===== config.mk =====
export PLATFORM = sky130hd
export DESIGN_NAME = digtal_frame_sync_flat
export DESIGN_NICKNAME = d
export VERILOG_FILES = /design/src/rtl/digtal_frame_sync_if.sv /design/src/rtl/digtal_frame_sync.sv /design/src/flat_wrapper.sv
export SDC_FILE = /design/constraint.sdc
export NUM_CORES = 1
export LEC_CHECK = 0
export CAP_MARGIN = 20
export CORE_AREA = 5 5 74 76
export DETAILED_ROUTE_END_ITERATION = 8
export DIE_AREA = 0 0 79 81
export GPL_ROUTABILITY_DRIVEN = 0
export MAX_ROUTING_LAYER = met4
export PLACE_DENSITY = 0.82
export REMOVE_ABC_BUFFERS = 1
export SETUP_SLACK_MARGIN = 0.05
export SLEW_MARGIN = 20
export SYNTH_ARGS = -nofsm -noshare
export SYNTH_HDL_FRONTEND = slang
export SYNTH_SLANG_ARGS = --single-unit

===== constraint.sdc =====
create_clock -name i_clk -period 3.22 [get_ports i_clk]
set_clock_uncertainty 0.15 [all_clocks]
set_input_delay 0.644 -clock i_clk [delete_from_list [all_inputs] [get_ports i_clk]]
set_output_delay 0.644 -clock i_clk [all_outputs]
set_load 0.05 [all_outputs]

===== src/rtl/digtal_frame_sync_if.sv =====
// Byte-stream bundle for digtal_frame_sync: the received byte strobe in, the framed payload strobe out.
// The master is the byte source and payload sink. The slave is the framer.
interface digtal_frame_sync_if;
    logic       byte_valid;
    logic [7:0] byte_data;
    logic       out_valid;
    logic [7:0] out_data;
    logic       frame_start;
    logic       frame_end;

    modport master (
        output byte_valid, byte_data,
        input  out_valid, out_data, frame_start, frame_end
    );

    modport slave (
        input  byte_valid, byte_data,
        output out_valid, out_data, frame_start, frame_end
    );
endinterface


===== src/rtl/digtal_frame_sync.sv =====
// Frame synchroniser: hunts for the sync word, verifies it over frames and locks with a miss flywheel.
// Define DIGTAL_SYNC_CHECKSUM_EN to check the last payload byte as the modulo-256 sum of the payload.
module digtal_frame_sync #(
    parameter int          SYNC_LENGTH  = 4,
    parameter logic [63:0] SYNC_WORD    = 64'hEB9090EB,
    parameter int          FRAME_LENGTH = 2048,
    parameter int          VERIFY_COUNT = 2,
    parameter int          MISS_LIMIT   = 3
) (
    input  logic                i_clk,
    input  logic                i_rst,
    digtal_frame_sync_if.slave  bus,
    output logic                o_locked,
    output logic                o_sync_miss,
    output logic [7:0]          o_slip_cnt,
    output logic                o_chk_err
);
    localparam int SW = 8 * SYNC_LENGTH;
    localparam int PW = $clog2(FRAME_LENGTH);
    localparam int HW = $clog2(VERIFY_COUNT + 1);
    localparam int MW = $clog2(MISS_LIMIT + 1);

    localparam logic [SW-1:0] SYNC_PAT  = SYNC_WORD[SW-1:0];
    localparam logic [PW-1:0] CHK_POS   = PW'(SYNC_LENGTH - 1);
    localparam logic [PW-1:0] FIRST_POS = PW'(SYNC_LENGTH);
    localparam logic [PW-1:0] LAST_POS  = PW'(FRAME_LENGTH - 1);
    localparam logic [HW-1:0] HIT_GOAL  = HW'(VERIFY_COUNT);
    localparam logic [MW-1:0] MISS_GOAL = MW'(MISS_LIMIT);

    typedef enum logic [1:0] {ST_HUNT, ST_CHECK, ST_LOCK} state_t;

    state_t        r_state;
    state_t        w_state_nxt;
    logic [SW-9:0] r_hist;
    logic [SW-1:0] w_window;
    logic [PW-1:0] r_pos;
    logic [HW-1:0] r_hits;
    logic [MW-1:0] r_misses;
    logic          w_match;
    logic          w_chk_pt;
    logic          w_hit_done;
    logic          w_miss_done;
    logic          w_enter_lock;
    logic          w_slip;
    logic          w_out_valid;
    logic          w_frame_start;
    logic          w_frame_end;
    logic          w_sync_miss;
    logic          r_out_valid;
    logic [7:0]    r_out_data;
    logic          r_frame_start;
    logic          r_frame_end;
    logic          r_sync_miss;
    logic [7:0]    r_slip_cnt;

    // Only the previous SYNC_LENGTH-1 bytes are stored; the current byte completes the window.
    assign w_window    = {r_hist, bus.byte_data};
    assign w_match     = (w_window == SYNC_PAT);
    assign w_chk_pt    = bus.byte_valid && (r_pos == CHK_POS);
    assign w_hit_done  = ((r_hits + HW'(1)) == HIT_GOAL);
    assign w_miss_done = ((r_misses + MW'(1)) == MISS_GOAL);

    always_ff @(posedge i_clk) begin
        // NOTE: sequential state uses non-blocking assignments so every register samples pre-edge values.
        if (i_rst) r_state <= ST_HUNT;
        else       r_state <= w_state_nxt;
    end

    always_comb begin
        // NOTE: a default before the case keeps every path assigned, so no latch is inferred.
        w_state_nxt = r_state;
        if (bus.byte_valid) begin
            unique case (r_state)
                ST_HUNT:  if (w_match) w_state_nxt = (VERIFY_COUNT == 1) ? ST_LOCK : ST_CHECK;
                ST_CHECK: if (w_chk_pt) w_state_nxt = !w_match ? ST_HUNT : (w_hit_done ? ST_LOCK : ST_CHECK);
                ST_LOCK:  if (w_chk_pt && !w_match && w_miss_done) w_state_nxt = ST_HUNT;
                default:  w_state_nxt = ST_HUNT;
            endcase
        end
    end

    // State only changes at the check point, so gating on the current state keeps frames whole.
    always_comb begin
        w_out_valid   = bus.byte_valid && (r_state == ST_LOCK) && (r_pos >= FIRST_POS);
        w_frame_start = w_out_valid && (r_pos == FIRST_POS);
        w_frame_end   = w_out_valid && (r_pos == LAST_POS);
        w_sync_miss   = (r_state == ST_LOCK) && w_chk_pt && !w_match;
        w_enter_lock  = (r_state != ST_LOCK) && (w_state_nxt == ST_LOCK);
        w_slip        = (r_state == ST_LOCK) && (w_state_nxt == ST_HUNT);
    end

    always_ff @(posedge i_clk) begin
        if (i_rst) begin
            r_hist   <= '0;
            r_pos    <= '0;
            r_hits   <= '0;
            r_misses <= '0;
        end else if (bus.byte_valid) begin
            r_hist <= w_window[SW-9:0];
            if (r_state == ST_HUNT && w_match) r_pos <= FIRST_POS;
            else if (r_pos == LAST_POS)        r_pos <= '0;
            else                               r_pos <= r_pos + PW'(1);
            if (r_state == ST_HUNT && w_match)                      r_hits <= HW'(1);
            else if (r_state == ST_CHECK && w_chk_pt && w_match)    r_hits <= r_hits + HW'(1);
            if (w_enter_lock)                        r_misses <= '0;
            else if (r_state == ST_LOCK && w_chk_pt) r_misses <= w_match ? '0 : r_misses + MW'(1);
        end
    end

    always_ff @(posedge i_clk) begin
        if (i_rst) begin
            r_out_valid   <= 1'b0;
            r_out_data    <= '0;
            r_frame_start <= 1'b0;
            r_frame_end   <= 1'b0;
            r_sync_miss   <= 1'b0;
            r_slip_cnt    <= '0;
        end else begin
            r_out_valid   <= w_out_valid;
            r_out_data    <= w_out_valid ? bus.byte_data : 8'h00;
            r_frame_start <= w_frame_start;
            r_frame_end   <= w_frame_end;
            r_sync_miss   <= w_sync_miss;
            if (w_slip && r_slip_cnt != 8'hFF) r_slip_cnt <= r_slip_cnt + 8'd1;
        end
    end

`ifdef DIGTAL_SYNC_CHECKSUM_EN
    logic [7:0] r_sum;
    logic       r_chk_err;

    // The sum restarts on the first payload byte and excludes the checksum byte itself.
    always_ff @(posedge i_clk) begin
        if (i_rst) begin
            r_sum     <= '0;
            r_chk_err <= 1'b0;
        end else begin
            r_chk_err <= w_frame_end && (bus.byte_data != r_sum);
            if (bus.byte_valid) begin
                if (r_pos == FIRST_POS)     r_sum <= bus.byte_data;
                else if (r_pos != LAST_POS) r_sum <= r_sum + bus.byte_data;
            end
        end
    end

    assign o_chk_err = r_chk_err;
`else
    assign o_chk_err = 1'b0;
`endif

    assign bus.out_valid   = r_out_valid;
    assign bus.out_data    = r_out_data;
    assign bus.frame_start = r_frame_start;
    assign bus.frame_end   = r_frame_end;
    assign o_locked        = (r_state == ST_LOCK);
    assign o_sync_miss     = r_sync_miss;
    assign o_slip_cnt      = r_slip_cnt;
endmodule

===== src/flat_wrapper.sv =====
// flat-port wrapper written by rule: the top's interface ports become plain ports
module digtal_frame_sync_flat 
#(
    parameter int          SYNC_LENGTH  = 4,
    parameter logic [63:0] SYNC_WORD    = 64'hEB9090EB,
    parameter int          FRAME_LENGTH = 2048,
    parameter int          VERIFY_COUNT = 2,
    parameter int          MISS_LIMIT   = 3
)
  (i_clk, i_rst, o_locked, o_sync_miss, o_slip_cnt, o_chk_err, bus_byte_valid, bus_byte_data, bus_out_valid, bus_out_data, bus_frame_start, bus_frame_end);
  digtal_frame_sync_if bus_i ();
  input  logic i_clk;
  input  logic i_rst;
  output logic o_locked;
  output logic o_sync_miss;
  output logic [7:0] o_slip_cnt;
  output logic o_chk_err;
  input wire logic [$bits(bus_i.byte_valid)-1:0] bus_byte_valid;
  input wire logic [$bits(bus_i.byte_data)-1:0] bus_byte_data;
  output wire logic [$bits(bus_i.out_valid)-1:0] bus_out_valid;
  output wire logic [$bits(bus_i.out_data)-1:0] bus_out_data;
  output wire logic [$bits(bus_i.frame_start)-1:0] bus_frame_start;
  output wire logic [$bits(bus_i.frame_end)-1:0] bus_frame_end;
  assign bus_i.byte_valid = bus_byte_valid;
  assign bus_i.byte_data = bus_byte_data;
  assign bus_out_valid = bus_i.out_valid;
  assign bus_out_data = bus_i.out_data;
  assign bus_frame_start = bus_i.frame_start;
  assign bus_frame_end = bus_i.frame_end;
  digtal_frame_sync #(.SYNC_LENGTH(SYNC_LENGTH), .SYNC_WORD(SYNC_WORD), .FRAME_LENGTH(FRAME_LENGTH), .VERIFY_COUNT(VERIFY_COUNT), .MISS_LIMIT(MISS_LIMIT)) u_core (.i_clk(i_clk), .i_rst(i_rst), .bus(bus_i), .o_locked(o_locked), .o_sync_miss(o_sync_miss), .o_slip_cnt(o_slip_cnt), .o_chk_err(o_chk_err));
endmodule

==> key figures <==
Pwr
  • Pleak: 1.24 nW
  • NetSw: 0.334 mW
  • Internal: 1.20 mW
  • Max VDD drop: 303 uV
  • Clock power share: 43.5%
  • Combinational share of power: 5.7%
  • Power Dens Cells: 476 nW/um2
  • Total chip power: 1.54 mW
  • Switching Share: 21.7%
  • Sequential power share: 50.8%

Worst setup path
  • Worst Reg-to-Reg Cells: 7
  • CP startpoint: u_core.r_state[1]
  • Worst reg2reg endpoint: u_core.o_slip_cnt[4]
  • Critical path capture point type: primary output
  • Cells along the critical path: nand2b_4 -> inv_2 -> clkdlybuf4s50_1
  • Reg2reg setup slack: 870 ps
  • CP Launch Type: register
  • Delay-heaviest family, CP: buffers and inverters
  • CP Max Fanout: 7
  • Crit path kind: reg2out
  • Crit path buf inv count: 2
  • Max stage delay on crit path: 790 ps
  • Crit path required time: 2430 ps
  • Crit path arrival time: 1820 ps
  • CP max stage cell: clkdlybuf4s50_1
  • R2r startpoint: u_core.r_pos[1]

Cells and area
  • FF+latch area: 1220 um2
  • Number of diodes: 0
  • # fillers: 351
  • Finished Cell Area: 3230 um2
  • Multi-input logic area: 1370 um2
  • Area delta synth->final: 20.1%
  • Layout cells sized above 1: 7.48%
  • Post-Layout Cell Count: 375
  • Layout Nets: 333

Clocking
  • Buffer depth of the longest clock path: 2
  • PostCTS Resize Cnt: 0
  • CTS tree: built
  • Post-CTS Hold Buffers: 0
  • Clock net sink count: 61
  • Worst-path clk slew: 60 ps
  • Worst-Skew Late Latency: 330 ps
  • CTS H-tree depth: 3
  • Root Buffer: clkbuf_8
  • Cts bufs inserted: 9
  • Post-CTS setup buffer count: 0

Place
  • Post-DP HPWL: 3900 um
  • Dpl cell area: 3040 um2
  • Placed Instances: 360
  • Input/output buffers: 31

STA
  • Setup TNS: 0 ps
  • RSZ-0062 raised after global routing: false
  • Hold Fails Final Rpt: 0
  • Period minus WS final: 2610 ps
  • Period utilization: 81.1%
  • Final Slew Violations: 0
  • Slew of the pin with the lowest slew margin: 586 ps
  • Final setup viols: 0
  • FMAX: 383 MHz
  • WHS: 338 ps
  • Slew headroom: 60.8%

Drt
  • Residual DRC count: 0
  • Final wirelength: 5620 um
  • Drt pass-1 iters: 4
  • ANT nets after route: 0
  • DR vias: 2,168
  • Wirelength per Cell: 15.0 um
  • DRT iter0 DRCs: 182
  • Vias/cell: 5.78

Synthesis
  • Synth Warn #: 0
  • Post-Syn Area: 2690 um2
  • Seq cells post-synth: 61
  • Async SR Flop Fraction: 0%
  • Mean Syn Cell Area: 9.47 um2
  • Synth Instances: 284
  • Post-synth EDFFs: 0
  • Post-synth top flop: dfxtp_1
  • Seq/Total Area, Yosys: 45.4%
  • Synth cell types: 54

Floorplan
  • IO Count: 33
  • DIE HEIGHT: 81 um
  • Die area: 6400 um2
  • FP Rows: 25
  • Core area: 4660 um2
  • Die Wd: 79 um
  • Starting utilization of the core area: 57.7%

GRT
  • Initial antenna violation count: 0
  • Vias in the first global route: 2,109
  • Grt ovf: 0
  • Largest net degree at the start of global routing: 41
  • First-pass GRT wire length: 9800 um
  • Tot GR Track Use: 20.2%

Status
  • Status: completed

Min path
  • Hold Path Class: reg2reg
  • Worst hold path depth: 2
  • Hold path endpoint: u_core.r_hist[16]
  • Min-delay src: u_core.r_hist[16]

Job
  • Max-Cap Viols: 0
metrics by stage:
| step | setup WS [ps] | utilization [%] |
|---|---|---|
| 2_1_floorplan | 884 | - |
| 3_3_place_gp | 396 | 65.2 |
| 3_5_place_dp | 379 | 65.2 |
| 4_1_cts | 598 | 69.3 |
| 5_1_grt | 541 | 69.3 |
| 6_report | 609 | 69.3 |
power by group through the flow:
stage / clock (mW) / combinational [mW] / sequential [mW]
after floorplan: 0 / 0.0438 / 0.794
after global placement: 0 / 0.0857 / 0.797
after detailed placement: 0 / 0.0880 / 0.797
after CTS: 0.677 / 0.0883 / 0.781
after global routing: 0.709 / 0.0975 / 0.782
final: 0.669 / 0.0883 / 0.781
worst max path at each step:
| stage | to | slack, ps | cells past startpoint |
|---|---|---|---|
| floorplan | u_core.o_slip_cnt[6] | 880 | 5 |
| global placement | u_core.o_slip_cnt[4] | 400 | 7 |
| detailed placement | u_core.o_slip_cnt[4] | 380 | 7 |
| CTS | o_locked | 600 | 3 |
| global route | o_locked | 540 | 3 |
| finish | o_locked | 610 | 3 |
tightest hold or removal path, stage by stage (launching register included):
cell     delay [ps]
dfxtp_1         320
mux2i_1          60
nor2_1           70
final cells by class:
class,instances,area share (%)
clock buffer,14,5.03
clock inverter,1,0.930
inverter,11,1.28
multi-input combinational,199,42.5
sequential,61,37.8
tap,54,2.09
timing repair buffer,35,10.4
kinds of logic after synthesis:
logic type,count (synthesis),synth area share (%)
XOR/XNOR,6,1.95
multiplexers,24,8.93
buffers and inverters,24,3.54
adder cells (fa/ha/maj),5,2.33
flip-flops,61,45.4
AND/OR/NAND/NOR,119,26.5
other,1,0.139
AO/OA/AOI/OAI,44,11.2
flip-flops by register name, indices dropped and copies added (netlist names):
register and count:
u_core.r_hist 24, u_core.o_sync_miss 1, u_core.o_slip_cnt 8, u_core.r_hits 2
u_core.r_state 2, u_core.bus.out_valid 1, u_core.r_pos 11, u_core.bus.out_data 8
u_core.bus.frame_end 1, u_core.r_misses 2, u_core.bus.frame_start 1
synth_stat cells, types with 2 or more instances:
cell type	count	area share, %
a21o_1	2	0.56
a21oi_1	10	1.9
a32o_1	2	0.74
and2_1	15	3.5
and3_1	5	1.2
and4_1	2	0.65
clkbuf_1	10	1.4
dfxtp_1	61	45
ha_1	5	2.3
inv_1	10	1.4
mux2i_1	24	8.9
nand2_1	11	1.5
nand3_1	11	2.0
nand4_1	7	1.6
nand4bb_1	2	0.84
nor2_1	38	5.3
nor3_1	2	0.37
nor3b_1	2	0.56
nor4_4	3	2.4
nor4b_1	3	0.98
nor4bb_1	2	0.74
o21ai_0	10	1.9
o311a_1	2	0.74
o31ai_1	5	1.4
or3_1	4	0.93
or4_1	4	1.1
xnor2_1	4	1.3
xor2_1	2	0.65
cell usage in the layout, fill, tap and decap left out, drive strengths merged, types with 3 or more instances in the layout:
cell / netlist / routed
and3: 5 / 5
xnor2: 4 / 4
clkbuf: 10 / 14
ha: 5 / 5
nor2: 38 / 38
nand3: 11 / 11
or4: 4 / 4
clkdlybuf4s50: 0 / 30
nor4b: 3 / 3
o21ai: 10 / 10
nor4: 3 / 3
a21oi: 10 / 10
or3: 4 / 4
inv: 11 / 11
buf: 3 / 5
dfxtp: 61 / 61
nand4: 8 / 8
and2: 15 / 15
mux2i: 24 / 24
o31ai: 5 / 5
nand2: 11 / 11
layer usage:
metal,vias up,track usage [%],wire [um]
li1,1088,-,-
met1,1010,24.8,2580
met2,56,30.4,2640
met3,14,4.32,257
met4,0,12.5,142
met5,-,-,0
No activity file was read; power rests on OpenSTA's default activity.
